**config.mk**
```make
export PLATFORM = sky130hd
export DESIGN_NAME = uart_cmd_parser
export DESIGN_NICKNAME = d
export VERILOG_FILES = /design/src/rtl/uart_cmd_parser.sv
export SDC_FILE = /design/constraint.sdc
export NUM_CORES = 1
export LEC_CHECK = 0
export BUFFER_PORTS_ARGS = -buffer_cell sky130_fd_sc_hd__buf_4
export CAP_MARGIN = 20
export CORE_MARGIN = 1
export CORE_UTILIZATION = 40
export DETAILED_ROUTE_END_ITERATION = 6
export SYNTH_ARGS = -nofsm -noshare
export SYNTH_HDL_FRONTEND = slang
export SYNTH_SLANG_ARGS = --single-unit
```
**constraint.sdc**
```tcl
create_clock -name clk -period 2.8 [get_ports clk]
set_input_delay 0.7 -clock clk [delete_from_list [all_inputs] [get_ports clk]]
set_output_delay 0.7 -clock clk [all_outputs]
set_load 0.05 [all_outputs]
```
**src/rtl/uart_cmd_parser.sv**
```systemverilog
// Monitor command-line parser: pops RX bytes, tokenises "<cmd> [hex] [hex] CR" and
// presents one held command record. Define UART_CMD_ECHO_EN to echo bytes and CR->LF.
module uart_cmd_parser (
  input  logic        clk,
  input  logic        rst_n,
  input  logic        rx_fifo_dvalid,
  input  logic [7:0]  rx_rdata,
  output logic        rx_rden,
  input  logic        tx_fifo_full,
  output logic [7:0]  tx_wdata,
  output logic        tx_wten,
  output logic        cmd_valid,
  output logic [7:0]  cmd_code,
  output logic [31:0] cmd_arg0,
  output logic [31:0] cmd_arg1,
  output logic [1:0]  cmd_nargs,
  output logic        cmd_err,
  input  logic        cmd_ack
);

`ifdef UART_CMD_ECHO_EN
  typedef enum logic [1:0] {S_CMD = 2'd0, S_ARG = 2'd1, S_LF = 2'd2, S_WAIT = 2'd3} state_t;
`else
  typedef enum logic [1:0] {S_CMD = 2'd0, S_ARG = 2'd1, S_WAIT = 2'd3} state_t;
`endif

  state_t      state_q, state_d;
  logic [7:0]  code_q, code_d;
  logic [31:0] arg0_q, arg0_d;
  logic [31:0] arg1_q, arg1_d;
  logic [31:0] acc_q, acc_d;
  logic [1:0]  nargs_q, nargs_d;
  logic        err_q, err_d;
  logic        digit_seen_q, digit_seen_d;
  logic        consume;
  logic [4:0]  hex;
`ifdef UART_CMD_ECHO_EN
  logic        blank_q, blank_d;
  logic        lf_wr;
`else
  logic        unused_tx_full;
  assign unused_tx_full = tx_fifo_full;
`endif

  // Returns {is_hex, nibble} for an ASCII hex digit.
  function automatic logic [4:0] hex_decode(input logic [7:0] b);
    logic [4:0] r;
    r = 5'd0;
    if (b >= 8'h30 && b <= 8'h39)
      r = {1'b1, b[3:0]};
    else if ((b >= 8'h41 && b <= 8'h46) || (b >= 8'h61 && b <= 8'h66))
      r = {1'b1, b[3:0] + 4'd9};
    return r;
  endfunction

  assign hex = hex_decode(rx_rdata);

  always_comb begin
    state_d      = state_q;
    code_d       = code_q;
    arg0_d       = arg0_q;
    arg1_d       = arg1_q;
    acc_d        = acc_q;
    nargs_d      = nargs_q;
    err_d        = err_q;
    digit_seen_d = digit_seen_q;
    consume      = 1'b0;
`ifdef UART_CMD_ECHO_EN
    blank_d      = blank_q;
    lf_wr        = 1'b0;
    consume      = rst_n && rx_fifo_dvalid && !tx_fifo_full &&
                   (state_q == S_CMD || state_q == S_ARG);
`else
    consume      = rst_n && rx_fifo_dvalid && (state_q == S_CMD || state_q == S_ARG);
`endif

    case (state_q)
      S_CMD: begin
        if (consume) begin
          if (rx_rdata == 8'h0D) begin
`ifdef UART_CMD_ECHO_EN
            blank_d = 1'b1;
            state_d = S_LF;
`endif
          end else if (rx_rdata >= 8'h21 && rx_rdata <= 8'h7E) begin
            code_d       = rx_rdata;
            acc_d        = 32'd0;
            arg0_d       = 32'd0;
            arg1_d       = 32'd0;
            nargs_d      = 2'd0;
            digit_seen_d = 1'b0;
            err_d        = 1'b0;
            state_d      = S_ARG;
          end
        end
      end
      S_ARG: begin
        if (consume) begin
          if (hex[4]) begin
            acc_d        = {acc_q[27:0], hex[3:0]};
            digit_seen_d = 1'b1;
          end else if (rx_rdata == 8'h20 || rx_rdata == 8'h0D) begin
            // A separator closes the pending field; a third field only flags an error.
            if (digit_seen_q) begin
              case (nargs_q)
                2'd0: begin arg0_d = acc_q; nargs_d = 2'd1; end
                2'd1: begin arg1_d = acc_q; nargs_d = 2'd2; end
                default: err_d = 1'b1;
              endcase
              acc_d        = 32'd0;
              digit_seen_d = 1'b0;
            end
            if (rx_rdata == 8'h0D) begin
`ifdef UART_CMD_ECHO_EN
              blank_d = 1'b0;
              state_d = S_LF;
`else
              state_d = S_WAIT;
`endif
            end
          end else if (rx_rdata != 8'h0A) begin
            err_d = 1'b1;
          end
        end
      end
`ifdef UART_CMD_ECHO_EN
      S_LF: begin
        if (rst_n && !tx_fifo_full) begin
          lf_wr   = 1'b1;
          state_d = blank_q ? S_CMD : S_WAIT;
        end
      end
`endif
      S_WAIT: begin
        if (cmd_ack)
          state_d = S_CMD;
      end
      default: state_d = S_CMD;
    endcase
  end

  always_ff @(posedge clk or negedge rst_n) begin
    if (!rst_n) begin
      state_q      <= S_CMD;
      code_q       <= 8'd0;
      arg0_q       <= 32'd0;
      arg1_q       <= 32'd0;
      acc_q        <= 32'd0;
      nargs_q      <= 2'd0;
      err_q        <= 1'b0;
      digit_seen_q <= 1'b0;
`ifdef UART_CMD_ECHO_EN
      blank_q      <= 1'b0;
`endif
    end else begin
      state_q      <= state_d;
      code_q       <= code_d;
      arg0_q       <= arg0_d;
      arg1_q       <= arg1_d;
      acc_q        <= acc_d;
      nargs_q      <= nargs_d;
      err_q        <= err_d;
      digit_seen_q <= digit_seen_d;
`ifdef UART_CMD_ECHO_EN
      blank_q      <= blank_d;
`endif
    end
  end

  assign rx_rden   = consume;
`ifdef UART_CMD_ECHO_EN
  assign tx_wten   = consume | lf_wr;
  assign tx_wdata  = lf_wr ? 8'h0A : (consume ? rx_rdata : 8'h00);
`else
  assign tx_wten   = 1'b0;
  assign tx_wdata  = 8'h00;
`endif
  assign cmd_valid = (state_q == S_WAIT);
  assign cmd_code  = code_q;
  assign cmd_arg0  = arg0_q;
  assign cmd_arg1  = arg1_q;
  assign cmd_nargs = nargs_q;
  assign cmd_err   = err_q;

endmodule

```
==> results by group <==
Status
  – Outcome: complete, no violations

Logic synthesis
  – Cell variety after synth: 54
  – Syn_area_per_cell: 12.6 µm²
  – Synth async-reset ratio: 100%
  – Area share of the largest cell type after synthesis: 58.6%
  – Total number of yosys warnings: 0
  – Ys flop type: dfrtp_1
  – Syn Inst Count: 372
  – Register area share after synthesis: 58.6%
  – Top cells by area, synth: dfrtp_1, a22o_1, mux2_4, nand4_1, mux2_2
  – Synth area leader: dfrtp_1
  – Synthesized cell area: 4690 µm²
  – EDFF count, synth: 0
  – Post-synthesis register bit count: 110

Final layout
  – Ant diodes: 0
  – Layout area overhead: 25.5%
  – Commonest non-fill, non-tap cell in the layout: buf_4
  – Final Instance Area: 5890 µm²
  – Footprint of the multi-input gates: 1710 µm²
  – Sequential Area: 2750 µm²
  – Commonest cells after routing, fill and taps aside: buf_4, dfrtp_1, a22o_1
  – FILL cells: 1051
  – Share of layout cells above drive strength 1: 33.8%
  – # nets final: 489
  – Final Non-Filler Cells: 619

Clocking
  – Post-CTS Resized: 0
  – TritonCTS clock tree: done
  – Clk slew on worst S/H paths: 70 ps
  – CTS buffer count: 9
  – Max Buffers Root-to-Sink: 2
  – CTS H-tree depth: 3
  – CTS Sinks: 110
  – Skew-Pair Late Insertion Delay: 340 ps
  – Root Buffer: clkbuf_16
  – CTS Hold Bufs: 0
  – Postcts setup bufs: 0

Job
  – MaxCap Viol Count: 0

Power
  – Leak: 2.88 nW
  – Clock share of power: 32.6%
  – Sw Ratio: 31.5%
  – VDD IR max: 0.000438 V
  – Pwr dens: 647 nW/µm²
  – NetSw: 1.20 mW
  – Part of the power in registers: 46.8%
  – Gate power share: 20.5%
  – Int Power: 2.61 mW

Global route
  – Global Route Usage Sum: 19.2%
  – Global-route wire length before repair: 17.8 mm
  – Grt ovf: 0
  – Initial antenna violation count: 0
  – Vias in the first global route: 3318
  – Largest net degree at the start of global routing: 66

Placed design
  – Final GP Congestion: 0.776
  – Port Buffers: 88
  – Placement Setup Slack: -87.9 ps
  – Post-placement cell count: 603
  – Dpl cell area: 5600 µm²
  – Post-DP HPWL: 7.25 mm

Setup path
  – Worst setup EP type: flip-flop
  – Worst Setup Start Kind: input pin
  – CP startpoint: rx_rdata[0]
  – FF-to-FF End: acc_q[2]
  – Worst reg2reg path depth: 5
  – CP required: 3030 ps
  – Critical path class: in2reg
  – Reg-to-reg startpoint: state_q[0]
  – Critical path fanouts, max: 27
  – FF-to-FF setup slack: 550 ps
  – Critical path arrival: 2730 ps

Timing
  – Tmin final: 2510 ps
  – Relative slew slack: 46.5%
  – Fmax: 399 MHz
  – Clk_skew: 5.42 ps
  – RSZ-0062 raised after global routing: no
  – Final worst-path cycle share: 89.5%
  – Final Hold Vio Count: 0
  – Worst slew pin tran: 802 ps
  – Fin worst setup slack: 294 ps
  – Setup violators final: 0
  – Final slew viol count: 0

Routing
  – Starting DRT DRC Count: 211
  – Final wirelength: 11.1 mm
  – Wirelength per Cell: 17.9 µm
  – DR vias/cell: 5.49
  – Vias: 3397
  – Initial DRT Pass Iterations: 4
  – Drt drc: 0
  – Post-route ant nets: 0

Floorplan
  – Rows: 39
  – Die Area: 12200 µm²
  – Die Wd: 110 µm
  – Starting Density: 41.1%
  – Die Y: 110 µm
  – I/O Pins: 99
  – Core area: 11400 µm²

Worst hold path
  – Hold Crit Class: in2async
==> cells in the mapped netlist, types with 2 or more instances <==
| cell type | n |
|---|---|
| clkbuf_1 | 6 |
| a21oi_1 | 6 |
| mux2_4 | 10 |
| inv_1 | 21 |
| dfrtp_1 | 110 |
| buf_6 | 2 |
| mux2_1 | 3 |
| nor4_1 | 3 |
| nor2_1 | 16 |
| ha_1 | 5 |
| buf_2 | 16 |
| nor3_1 | 4 |
| nand3_1 | 3 |
| buf_4 | 10 |
| mux2_2 | 9 |
| nor4_2 | 2 |
| nand2b_1 | 3 |
| a22o_1 | 64 |
| o21ai_2 | 3 |
| nand4_1 | 17 |
| o21ai_0 | 19 |
| nor2b_1 | 3 |
| or3_1 | 2 |
| nand2_1 | 5 |
==> worst max-delay path, cell delays in order <==
cell	delay (ps)
buf_4	130
ha_1	210
or3b_1	430
and3_4	190
or2_1	220
o21a_2	430
mux2_1	400
==> sequential cells by signal (all words and copies together), names as in the netlist <==
| register | flops |
|---|---|
| acc_q | 32 |
| cmd_arg0 | 32 |
| cmd_arg1 | 32 |
| cmd_code | 8 |
| cmd_nargs | 2 |
| state_q | 2 |
| cmd_err | 1 |
| digit_seen_q | 1 |
==> layout make-up <==
type                       instances  area share, %
inverter                          21           1.34
clock inverter                     2          0.234
tap                              143           3.04
clock buffer                      14           4.65
sequential                       110           46.7
multi-input combinational        215           29.0
timing repair buffer             114           15.0
==> metrics by stage <==
step                TNS (ps)  util [%]  hold WS [ps]  total power, mW
floorplan                  0         -           404             2.33
global placement        -449      49.1           486             2.58
detailed placement      -998      49.1           494             2.60
CTS                        0      51.6           493             3.84
global route               0      51.6           502             3.96
finish                     0      51.6           456             3.81
==> how the worst max path moves through the flow <==
stage	endpoint	slack [ps]	cells past startpoint
2_1_floorplan	acc_q[10]	270	8
3_3_place_gp	acc_q[26]	-50	7
3_5_place_dp	acc_q[25]	-90	7
4_1_cts	acc_q[25]	280	7
5_1_grt	acc_q[26]	190	8
6_report	acc_q[25]	290	7
==> metal layers <==
| metal | part of all wire, % | routed length [µm] | vias to the layer above | GRT usage [%] |
|---|---|---|---|---|
| met3 | 4.1 | 455 | 11 | 4.06 |
| met2 | 46 | 5130 | 79 | 29.4 |
| met5 | 0 | 0 | - | 0 |
| met4 | 1.2 | 133 | 0 | 6.30 |
| li1 | - | - | 1550 | - |
| met1 | 48 | 5350 | 1757 | 27.1 |
==> cell families after synthesis <==
kind of cell	Yosys count	synth area share (%)
DFF	110	58.6
AOI/OAI and AO/OA	107	18.3
other	1	0.0799
muxes	22	6.08
buffers and inverters	55	5.94
xor gates and xnor gates	1	0.187
and+or+nand+nor	71	9.46
adders and majority gates	5	1.33
==> power groups by stage <==
stage	Clock [mW]	Combinational (mW)	Sequential, mW
floorplan	0	0.320	2.01
global placement	0	0.772	1.81
detailed placement	0	0.784	1.81
CTS	1.27	0.786	1.79
global route	1.33	0.833	1.80
finish	1.24	0.782	1.78
Power figures use the tool's default switching activity.
